==> src/rtl/xbuf_tbm_writer_if.sv <==
// Bus bundle between the xfer-buffer TBM writer and its environment:
// controller command/status, xfer-buffer read port and TBM write port.
// Optional macro XBUF_TBM_CHECKSUM_EN adds the running checksum output.
interface xbuf_tbm_writer_if #(
  parameter int DATA_W = 32,
  parameter int ADDR_W = 32,
  parameter int BUF_AW = 10,
  parameter int CNT_W  = 11
);
  logic              start;
  logic [ADDR_W-1:0] start_addr;
  logic [CNT_W-1:0]  word_count;
  logic              busy;
  logic              buf_rd_en;
  logic [BUF_AW-1:0] buf_rd_addr;
  logic [DATA_W-1:0] buf_rd_data;
  logic              mem_wr_en;
  logic [ADDR_W-1:0] mem_addr;
  logic [DATA_W-1:0] mem_wdata;
  logic              mem_ready;
  logic              xfer_complete;
  logic [CNT_W-1:0]  words_done;
`ifdef XBUF_TBM_CHECKSUM_EN
  logic [DATA_W-1:0] checksum;
`endif

  // Writer side
  modport master (
`ifdef XBUF_TBM_CHECKSUM_EN
    output checksum,
`endif
    input  start, start_addr, word_count, buf_rd_data, mem_ready,
    output busy, buf_rd_en, buf_rd_addr, mem_wr_en, mem_addr, mem_wdata,
           xfer_complete, words_done
  );

  // Controller / buffer / TBM side
  modport slave (
`ifdef XBUF_TBM_CHECKSUM_EN
    input  checksum,
`endif
    output start, start_addr, word_count, buf_rd_data, mem_ready,
    input  busy, buf_rd_en, buf_rd_addr, mem_wr_en, mem_addr, mem_wdata,
           xfer_complete, words_done
  );
endinterface

==> src/rtl/xbuf_tbm_writer.sv <==
// Drains a block of words from the xfer buffer RX array into TBM.
// Per word: RD (issue buffer read) -> LAT (capture data, raise write)
// -> WR (hold until TBM accepts). DONE pulses xfer_complete.
// Every output comes straight from a register.
// Optional macro XBUF_TBM_CHECKSUM_EN adds a modular sum of written words.
module xbuf_tbm_writer #(
  parameter int DATA_W = 32,
  parameter int ADDR_W = 32,
  parameter int BUF_AW = 10,
  parameter int CNT_W  = 11
) (
  input logic         clock_fpga,
  input logic         reset,
  xbuf_tbm_writer_if.master bus
);
  // Largest transfer is one full buffer
  localparam logic [CNT_W-1:0] MAX_CNT = CNT_W'(2 ** BUF_AW);

  typedef enum logic [2:0] {S_IDLE, S_RD, S_LAT, S_WR, S_DONE} state_t;

  state_t            r_state, w_state_nxt;
  logic [CNT_W-1:0]  r_idx, w_idx_nxt;
  logic [CNT_W-1:0]  r_cnt, w_cnt_nxt;
  logic [ADDR_W-1:0] r_base, w_base_nxt;
  logic              r_busy, w_busy_nxt;
  logic              r_rd_en, w_rd_en_nxt;
  logic [BUF_AW-1:0] r_rd_addr, w_rd_addr_nxt;
  logic              r_wr_en, w_wr_en_nxt;
  logic [ADDR_W-1:0] r_mem_addr, w_mem_addr_nxt;
  logic [DATA_W-1:0] r_wdata, w_wdata_nxt;
  logic              r_xc, w_xc_nxt;
  logic [CNT_W-1:0]  r_words, w_words_nxt;
  logic [CNT_W-1:0]  w_idx_inc;
`ifdef XBUF_TBM_CHECKSUM_EN
  logic [DATA_W-1:0] r_csum, w_csum_nxt;
`endif

  assign w_idx_inc = r_idx + CNT_W'(1);

  // Next state and next register values for every output
  always_comb begin
    w_state_nxt    = r_state;
    w_idx_nxt      = r_idx;
    w_cnt_nxt      = r_cnt;
    w_base_nxt     = r_base;
    w_rd_en_nxt    = 1'b0;
    w_rd_addr_nxt  = r_rd_addr;
    w_wr_en_nxt    = r_wr_en;
    w_mem_addr_nxt = r_mem_addr;
    w_wdata_nxt    = r_wdata;
    w_xc_nxt       = 1'b0;
    w_words_nxt    = r_words;
`ifdef XBUF_TBM_CHECKSUM_EN
    w_csum_nxt     = r_csum;
`endif
    case (r_state)
      S_IDLE: begin
        if (bus.start) begin
          w_words_nxt = '0;
`ifdef XBUF_TBM_CHECKSUM_EN
          w_csum_nxt  = '0;
`endif
          if (bus.word_count != '0) begin
            w_cnt_nxt     = (bus.word_count > MAX_CNT) ? MAX_CNT : bus.word_count;
            w_base_nxt    = bus.start_addr;
            w_idx_nxt     = '0;
            w_rd_en_nxt   = 1'b1;
            w_rd_addr_nxt = '0;
            w_state_nxt   = S_RD;
          end else begin
            // Empty transfer completes immediately
            w_xc_nxt    = 1'b1;
            w_state_nxt = S_DONE;
          end
        end
      end
      S_RD: begin
        w_state_nxt = S_LAT;
      end
      S_LAT: begin
        // Buffer data is valid now, one cycle after the read strobe
        w_wdata_nxt    = bus.buf_rd_data;
        w_mem_addr_nxt = r_base + ADDR_W'(r_idx);
        w_wr_en_nxt    = 1'b1;
        w_state_nxt    = S_WR;
      end
      S_WR: begin
        if (bus.mem_ready) begin
          w_wr_en_nxt = 1'b0;
          w_idx_nxt   = w_idx_inc;
          w_words_nxt = r_words + CNT_W'(1);
`ifdef XBUF_TBM_CHECKSUM_EN
          w_csum_nxt  = r_csum + r_wdata;
`endif
          if (w_idx_inc == r_cnt) begin
            w_xc_nxt    = 1'b1;
            w_state_nxt = S_DONE;
          end else begin
            // idx+1 < count <= 2^BUF_AW, so the truncation is lossless
            w_rd_en_nxt   = 1'b1;
            w_rd_addr_nxt = w_idx_inc[BUF_AW-1:0];
            w_state_nxt   = S_RD;
          end
        end
      end
      S_DONE: begin
        w_state_nxt = S_IDLE;
      end
      default: w_state_nxt = S_IDLE;
    endcase
    w_busy_nxt = (w_state_nxt != S_IDLE);
  end

  // State and output registers; reset aborts any transfer in flight
  always_ff @(posedge clock_fpga) begin
    if (reset) begin
      r_state    <= S_IDLE;
      r_idx      <= '0;
      r_cnt      <= '0;
      r_base     <= '0;
      r_busy     <= 1'b0;
      r_rd_en    <= 1'b0;
      r_rd_addr  <= '0;
      r_wr_en    <= 1'b0;
      r_mem_addr <= '0;
      r_wdata    <= '0;
      r_xc       <= 1'b0;
      r_words    <= '0;
`ifdef XBUF_TBM_CHECKSUM_EN
      r_csum     <= '0;
`endif
    end else begin
      r_state    <= w_state_nxt;
      r_idx      <= w_idx_nxt;
      r_cnt      <= w_cnt_nxt;
      r_base     <= w_base_nxt;
      r_busy     <= w_busy_nxt;
      r_rd_en    <= w_rd_en_nxt;
      r_rd_addr  <= w_rd_addr_nxt;
      r_wr_en    <= w_wr_en_nxt;
      r_mem_addr <= w_mem_addr_nxt;
      r_wdata    <= w_wdata_nxt;
      r_xc       <= w_xc_nxt;
      r_words    <= w_words_nxt;
`ifdef XBUF_TBM_CHECKSUM_EN
      r_csum     <= w_csum_nxt;
`endif
    end
  end

  assign bus.busy          = r_busy;
  assign bus.buf_rd_en     = r_rd_en;
  assign bus.buf_rd_addr   = r_rd_addr;
  assign bus.mem_wr_en     = r_wr_en;
  assign bus.mem_addr      = r_mem_addr;
  assign bus.mem_wdata     = r_wdata;
  assign bus.xfer_complete = r_xc;
  assign bus.words_done    = r_words;
`ifdef XBUF_TBM_CHECKSUM_EN
  assign bus.checksum      = r_csum;
`endif
endmodule

==> src/flat_wrapper.sv <==
// flat-port wrapper written by rule: the top's interface ports become plain ports
module xbuf_tbm_writer_flat 
#(
  parameter int DATA_W = 32,
  parameter int ADDR_W = 32,
  parameter int BUF_AW = 10,
  parameter int CNT_W  = 11
)
  (clock_fpga, reset, bus_start, bus_start_addr, bus_word_count, bus_buf_rd_data, bus_mem_ready, bus_busy, bus_buf_rd_en, bus_buf_rd_addr, bus_mem_wr_en, bus_mem_addr, bus_mem_wdata, bus_xfer_complete, bus_words_done);
  xbuf_tbm_writer_if #(.DATA_W(DATA_W), .ADDR_W(ADDR_W), .BUF_AW(BUF_AW), .CNT_W(CNT_W)) bus_i ();
  input logic clock_fpga;
  input logic reset;
  input wire logic [$bits(bus_i.start)-1:0] bus_start;
  input wire logic [$bits(bus_i.start_addr)-1:0] bus_start_addr;
  input wire logic [$bits(bus_i.word_count)-1:0] bus_word_count;
  input wire logic [$bits(bus_i.buf_rd_data)-1:0] bus_buf_rd_data;
  input wire logic [$bits(bus_i.mem_ready)-1:0] bus_mem_ready;
  output wire logic [$bits(bus_i.busy)-1:0] bus_busy;
  output wire logic [$bits(bus_i.buf_rd_en)-1:0] bus_buf_rd_en;
  output wire logic [$bits(bus_i.buf_rd_addr)-1:0] bus_buf_rd_addr;
  output wire logic [$bits(bus_i.mem_wr_en)-1:0] bus_mem_wr_en;
  output wire logic [$bits(bus_i.mem_addr)-1:0] bus_mem_addr;
  output wire logic [$bits(bus_i.mem_wdata)-1:0] bus_mem_wdata;
  output wire logic [$bits(bus_i.xfer_complete)-1:0] bus_xfer_complete;
  output wire logic [$bits(bus_i.words_done)-1:0] bus_words_done;
  assign bus_i.start = bus_start;
  assign bus_i.start_addr = bus_start_addr;
  assign bus_i.word_count = bus_word_count;
  assign bus_i.buf_rd_data = bus_buf_rd_data;
  assign bus_i.mem_ready = bus_mem_ready;
  assign bus_busy = bus_i.busy;
  assign bus_buf_rd_en = bus_i.buf_rd_en;
  assign bus_buf_rd_addr = bus_i.buf_rd_addr;
  assign bus_mem_wr_en = bus_i.mem_wr_en;
  assign bus_mem_addr = bus_i.mem_addr;
  assign bus_mem_wdata = bus_i.mem_wdata;
  assign bus_xfer_complete = bus_i.xfer_complete;
  assign bus_words_done = bus_i.words_done;
  xbuf_tbm_writer #(.DATA_W(DATA_W), .ADDR_W(ADDR_W), .BUF_AW(BUF_AW), .CNT_W(CNT_W)) u_core (.clock_fpga(clock_fpga), .reset(reset), .bus(bus_i));
endmodule
==> config.mk <==
export PLATFORM = sky130hd
export DESIGN_NAME = xbuf_tbm_writer_flat
export DESIGN_NICKNAME = d
export VERILOG_FILES = /design/src/rtl/xbuf_tbm_writer_if.sv /design/src/rtl/xbuf_tbm_writer.sv /design/src/flat_wrapper.sv
export SDC_FILE = /design/constraint.sdc
export NUM_CORES = 1
export LEC_CHECK = 0
export ABC_AREA = 1
export BUFFER_PORTS_ARGS = -buffer_cell sky130_fd_sc_hd__buf_4
export CAP_MARGIN = 20
export CORE_UTILIZATION = 30
export DETAILED_ROUTE_END_ITERATION = 8
export PLACE_DENSITY = 0.54
export SETUP_SLACK_MARGIN = 0.4
export SLEW_MARGIN = 20
export SYNTH_ARGS = -nofsm -noshare
export SYNTH_HDL_FRONTEND = slang
export SYNTH_SLANG_ARGS = --single-unit
==> constraint.sdc <==
create_clock -name clock_fpga -period 2.9 [get_ports clock_fpga]
set_clock_uncertainty 0.15 [all_clocks]
set_input_delay 0.29 -clock clock_fpga [delete_from_list [all_inputs] [get_ports clock_fpga]]
set_output_delay 0.29 -clock clock_fpga [all_outputs]
set_load 0.02 [all_outputs]
# After elaboration in Yosys (flattened, before gate mapping)
# Index checks and enable logic that the tools add are counted.
# W data, S select, Z words.
op_classes:
  add_sub_neg: 3
  magnitude_cmp: 1
  eq_ne: 8
  mux: 30
  reduce_logical: 10
ops:
  columns: ["operator", "count"]
  rows:
  - ["$mux W11", 6]
  - ["$pmux W11 S2", 2]
  - ["$mux W10", 4]
  - ["$add A32 B11 Y32", 1]
  - ["$add A11 B1 Y11 const B", 2]
  - ["$pmux W10 S2", 1]
  - ["$mux W3", 4]
  - ["$pmux W3 S4", 1]
  - ["$eq A11 B11 Y1", 1]
  - ["$gt A11 B11 Y1 const B", 1]
  - ["$reduce_bool A11 Y1", 1]
  - ["$mux W1", 9]
  - ["$eq A3 B2 Y1 const B", 2]
  - ["$ne A2 B2 Y1 const B", 3]
  - ["$pmux W1 S2", 3]
  - ["$reduce_and A3 Y1", 2]
  - ["$reduce_and A5 Y1", 1]
  - ["$reduce_and A4 Y1", 1]
  - ["$reduce_bool A2 Y1", 2]
  - ["$eq A3 B1 Y1 const B", 1]
  - ["$logic_not A3 Y1", 1]
  - ["$reduce_bool A3 Y1", 1]
  - ["$ne A2 B1 Y1 const B", 1]
  - ["$reduce_and A2 Y1", 1]
totals:
  ff_bits: 146
  inputBits: 79
  output_inout_bits: 89
  word_cells: 64

# Depth between registers and ports, before layout
logic_depth:
  ltp_word: 6
  depth_mapped: 16
  depth_no_buf: 14

# Least setup slack after synthesis
# OpenSTA, ideal clock, no wires.
synth_path:
  path_type: "register to register"
  from: "register u_core.r_idx[0]"
  to: "register u_core.r_mem_addr[22], in the netlist u_core.bus.mem_addr[22]"
  setup_ns: 0.114
  arrival_ns: 2.086
  slack_ns: 0.550
  path_stages_with_launch: 13
  path_buffers: 0
  period_less_slack_ns: 2.350
  path_cell_list: "dfxtp_1 -> ha_1 -> inv_1 -> fa_1 -> nand3b_1 -> nand2_1 -> a21boi_1 -> o21ai_0 -> nand2_1 -> o21ai_1 -> nand2_1 -> o21bai_1 -> inv_1"
synth_between:
  elab_chain_len: 1
synth_lines:
  columns: ["element", "line_no", "text"]
  rows:
  - ["from (decl)", "xbuf_tbm_writer.sv:22", "logic [CNT_W-1:0] r_idx, w_idx_nxt;"]
  - ["from (signal assigned)", "xbuf_tbm_writer.sv:134", "r_idx <= w_idx_nxt;"]
  - ["$add A32 B11 Y32", "xbuf_tbm_writer.sv:83", "w_mem_addr_nxt = r_base + ADDR_W'(r_idx);"]
  - ["to (signal assigned)", "xbuf_tbm_writer.sv:141", "r_mem_addr <= w_mem_addr_nxt;"]
  - ["to (decl)", "xbuf_tbm_writer.sv:29", "logic [ADDR_W-1:0] r_mem_addr, w_mem_addr_nxt;"]
# Every way passes these cells.
# A chain may end at the register's enable or synchronous reset.

# Final worst setup path
layout_path:
  from: "register u_core.r_idx[5]"
  to: "register u_core.r_mem_addr[28], in the netlist u_core.bus.mem_addr[28]"
# The elaborated chain is that of the path after synthesis.

==> results.py <==
metrics = {
    "floorplan": {
        "dieArea_um2": 24340,
        "start_util": 0.3096,
        "die_x_um": 156.0,
        "die_h_um": 156.0,
        "core_area_um2": 22980,
        "io_pins": 168,
        "rows": 55,
    },
    "timing": {
        "fin_ws_ns": 0.5849,
        "slew_headroom": 0.4303,
        "final_hold_viol_count": 0,
        "rsz0062_at_grt": "no",
        "period_needed_ns": 2.315,
        "finalSetupViolCount": 0,
        "drv_slew": 0,
        "tightest_slew_ns": 0.8546,
        "timing.hold.ws_ns": 0.007811,
        "fin_crit_sh": 0.7983,
        "max_freq_ghz": 0.4319,
        "tns_ns": 0,
    },
    "cts": {
        "clock-sinks": 146,
        "clk_latency_ns": 0.43,
        "tritoncts": "yes",
        "clock_path_buffers": 2,
        "worst_setup_hold_path_clk_slew_ns": 0.06,
        "cts_buffers": 17,
        "cts.htree.levels": 4,
        "root_buffer": "clkbuf_16",
    },
    "logic_synthesis": {
        "post_synth.cell_area_avg_um2": 7.117,
        "synthFlopType": "dfxtp_1",
        "async_reset_ff_frac": 0,
        "synth_area_um2": 7117,
        "syn_nets": 1093,
        "synth_cell_types": 43,
        "synth-edff-count": 0,
        "yosys_warnings": 0,
        "synthCells": 1000,
        "ys_ff_latch": 146,
        "synth-seq-area-share": 0.4107,
    },
    "finish": {
        "fin_util": 0.4313,
        "final_cell_mix": "buf_4, nor2_1, dfxtp_1",
        "fin_area_um2": 9913,
        "regArea_um2": 2925,
        "nets": 1304,
        "multi_input_area_um2": 3665,
        "fill_cells": 2389,
        "area_delta_synth_final_pct": 39.29,
        "final_common_cell": "buf_4",
        "final_cells": 1537,
        "post_route_cells_drive_above_1_share": 0.2200,
    },
    "placed_design": {
        "placed_area_um2": 8670,
        "hpwl_um": 15380,
        "place_congestion": 0.8469,
        "dp_slack_ns": 0.2331,
        "port-buffer-count": 167,
        "place_inst": 1446,
    },
    "worst_setup_path": {
        "worstPathMaxFanout": 7,
        "cp-end-kind": "register",
        "startpoint": "u_core.r_idx[5]$_SDFFE_PP0P_",
        "cp-start-kind": "register",
        "r2r_end": "u_core.bus.mem_addr[28]$_SDFFE_PP0P_",
        "reg2reg_from": "u_core.r_idx[5]$_SDFFE_PP0P_",
        "setup.worst_path.end": "u_core.bus.mem_addr[28]$_SDFFE_PP0P_",
        "criticalPathCategory": "register to register",
        "r2r_cells": 10,
        "cp.required_ns": 3.07,
        "r2r_slack_ns": 0.58,
        "crit_arrival_ns": 2.48,
    },
    "global_routing": {
        "grt_antenna_before_repair": 0,
        "grt_pass1_wl_um": 34450,
        "first_global_vias": 6812,
        "gr-usage-all-layers": 0.1794,
        "overflow": 0,
        "grt_max_degree": 88,
    },
    "routing": {
        "drc": 0,
        "drt_wl_total_um": 21290,
        "first_iter_violations": 420,
        "ant_nets": 0,
        "via_per_inst": 4.615,
        "routedWlPerCell_um": 13.85,
        "vias": 7093,
        "first_pass_iters": 5,
    },
    "job": {
        "drv_cap": 0,
    },
    "hold_path": {
        "hold_path_class": "primary input to register",
        "worstHoldStart": "bus_start_addr[20]",
    },
    "power_and_ir_drop": {
        "power.total_mw": 6.071,
        "ir_worst_vdd_v": 0.0003445,
        "p_per_area_nw_per_um2": 612.4,
        "leakage_nw": 4.413,
    },
    "run_status": {
        "status": "finished, final reports clean",
    },
}
cells in the mapped netlist (7+ instances only):
cell,count,area share
o211ai_1,7,0.0074
nor3_1,20,0.014
clkbuf_1,35,0.018
nor2_4,7,0.011
o21bai_1,11,0.012
nand2_1,136,0.072
o21ai_0,104,0.073
inv_1,102,0.054
nand3_1,62,0.044
o21a_1,9,0.0095
nand4_1,13,0.011
xor2_1,9,0.011
dfxtp_1,146,0.41
ha_1,13,0.023
a21oi_1,78,0.055
nand2_2,18,0.016
nor2_1,170,0.090
metal layers:
metal | vias to the layer above | wire length, um | GRT usage
li1 | 3696 | - | -
met1 | 3223 | 9881 | 0.2297
met2 | 152 | 10300 | 0.2997
met3 | 22 | 849 | 0.03444
met4 | 0 | 263 | 0.06162
met5 | - | 0 | 0
worst min path at each step:
stage | endpoint | slack [ns] | cells past startpoint
after floorplan | u_core.bus.mem_wdata[0]$_SDFFE_PP0P_ | 0.27 | 2
after global placement | u_core.bus.words_done[10]$_SDFFE_PP0P_ | 0.29 | 1
after detailed placement | u_core.bus.words_done[10]$_SDFFE_PP0P_ | 0.29 | 1
after CTS | u_core.r_base[20]$_SDFFE_PP0P_ | 0.002 | 3
after global routing | u_core.r_base[20]$_SDFFE_PP0P_ | 0.02 | 3
final | u_core.r_base[20]$_SDFFE_PP0P_ | 0.008 | 3
where the power goes:
part	leakage [nW]	total, mW	switching, mW	internal (mW)
clock network	0.300	2.33	0.848	1.48
registers	1.20	2.40	0.166	2.24
logic	2.92	1.34	0.792	0.546
total	4.41	6.07	1.81	4.27
state kept, by name (all words and copies together) (netlist names):
register,flops
u_core.bus.buf_rd_addr,10
u_core.bus.buf_rd_en,1
u_core.bus.busy,1
u_core.bus.mem_addr,32
u_core.bus.mem_wdata,32
u_core.bus.mem_wr_en,1
u_core.bus.words_done,11
u_core.bus.xfer_complete,1
u_core.r_base,32
u_core.r_cnt,11
u_core.r_idx,11
u_core.r_state,3
logic make-up after synthesis:
kind of cell    synth area share
compound gates            0.1639
xor+xnor                 0.01846
fa+ha+maj                0.02567
buf+inv                  0.08175
flops                     0.4107
simple gates              0.2996
cell type report:
cell class	count	area share
multi-input combinational	705	0.3697
clock buffer	22	0.04683
sequential	146	0.2951
inverter	106	0.04014
tap	313	0.03951
clock inverter	9	0.01565
timing repair buffer	235	0.1929
antenna	1	0.0002524
critical path, cell delays in order, from the launching register on:
cell and delay (ns):
dfxtp_1 0.49, ha_1 0.35, a21oi_1 0.29, o21ai_0 0.13, nand2_1 0.10, nand3_1 0.19, nand2_1 0.19, or2_0 0.12
nand3_1 0.07, nand2_1 0.09, inv_1 0.04
timing repair:
| item | in CTS | in global routing |
|---|---|---|
| setup buffers | 0 | 5 |
| hold buffers | 54 | 0 |
| pin swaps | 0 | 3 |
| endpoints found under the hold margin | 54 | 0 |
| endpoints found under the setup margin | 3 | 21 |
| gates resized for setup | 2 | 11 |
No activity file was read; power rests on OpenSTA's default activity.
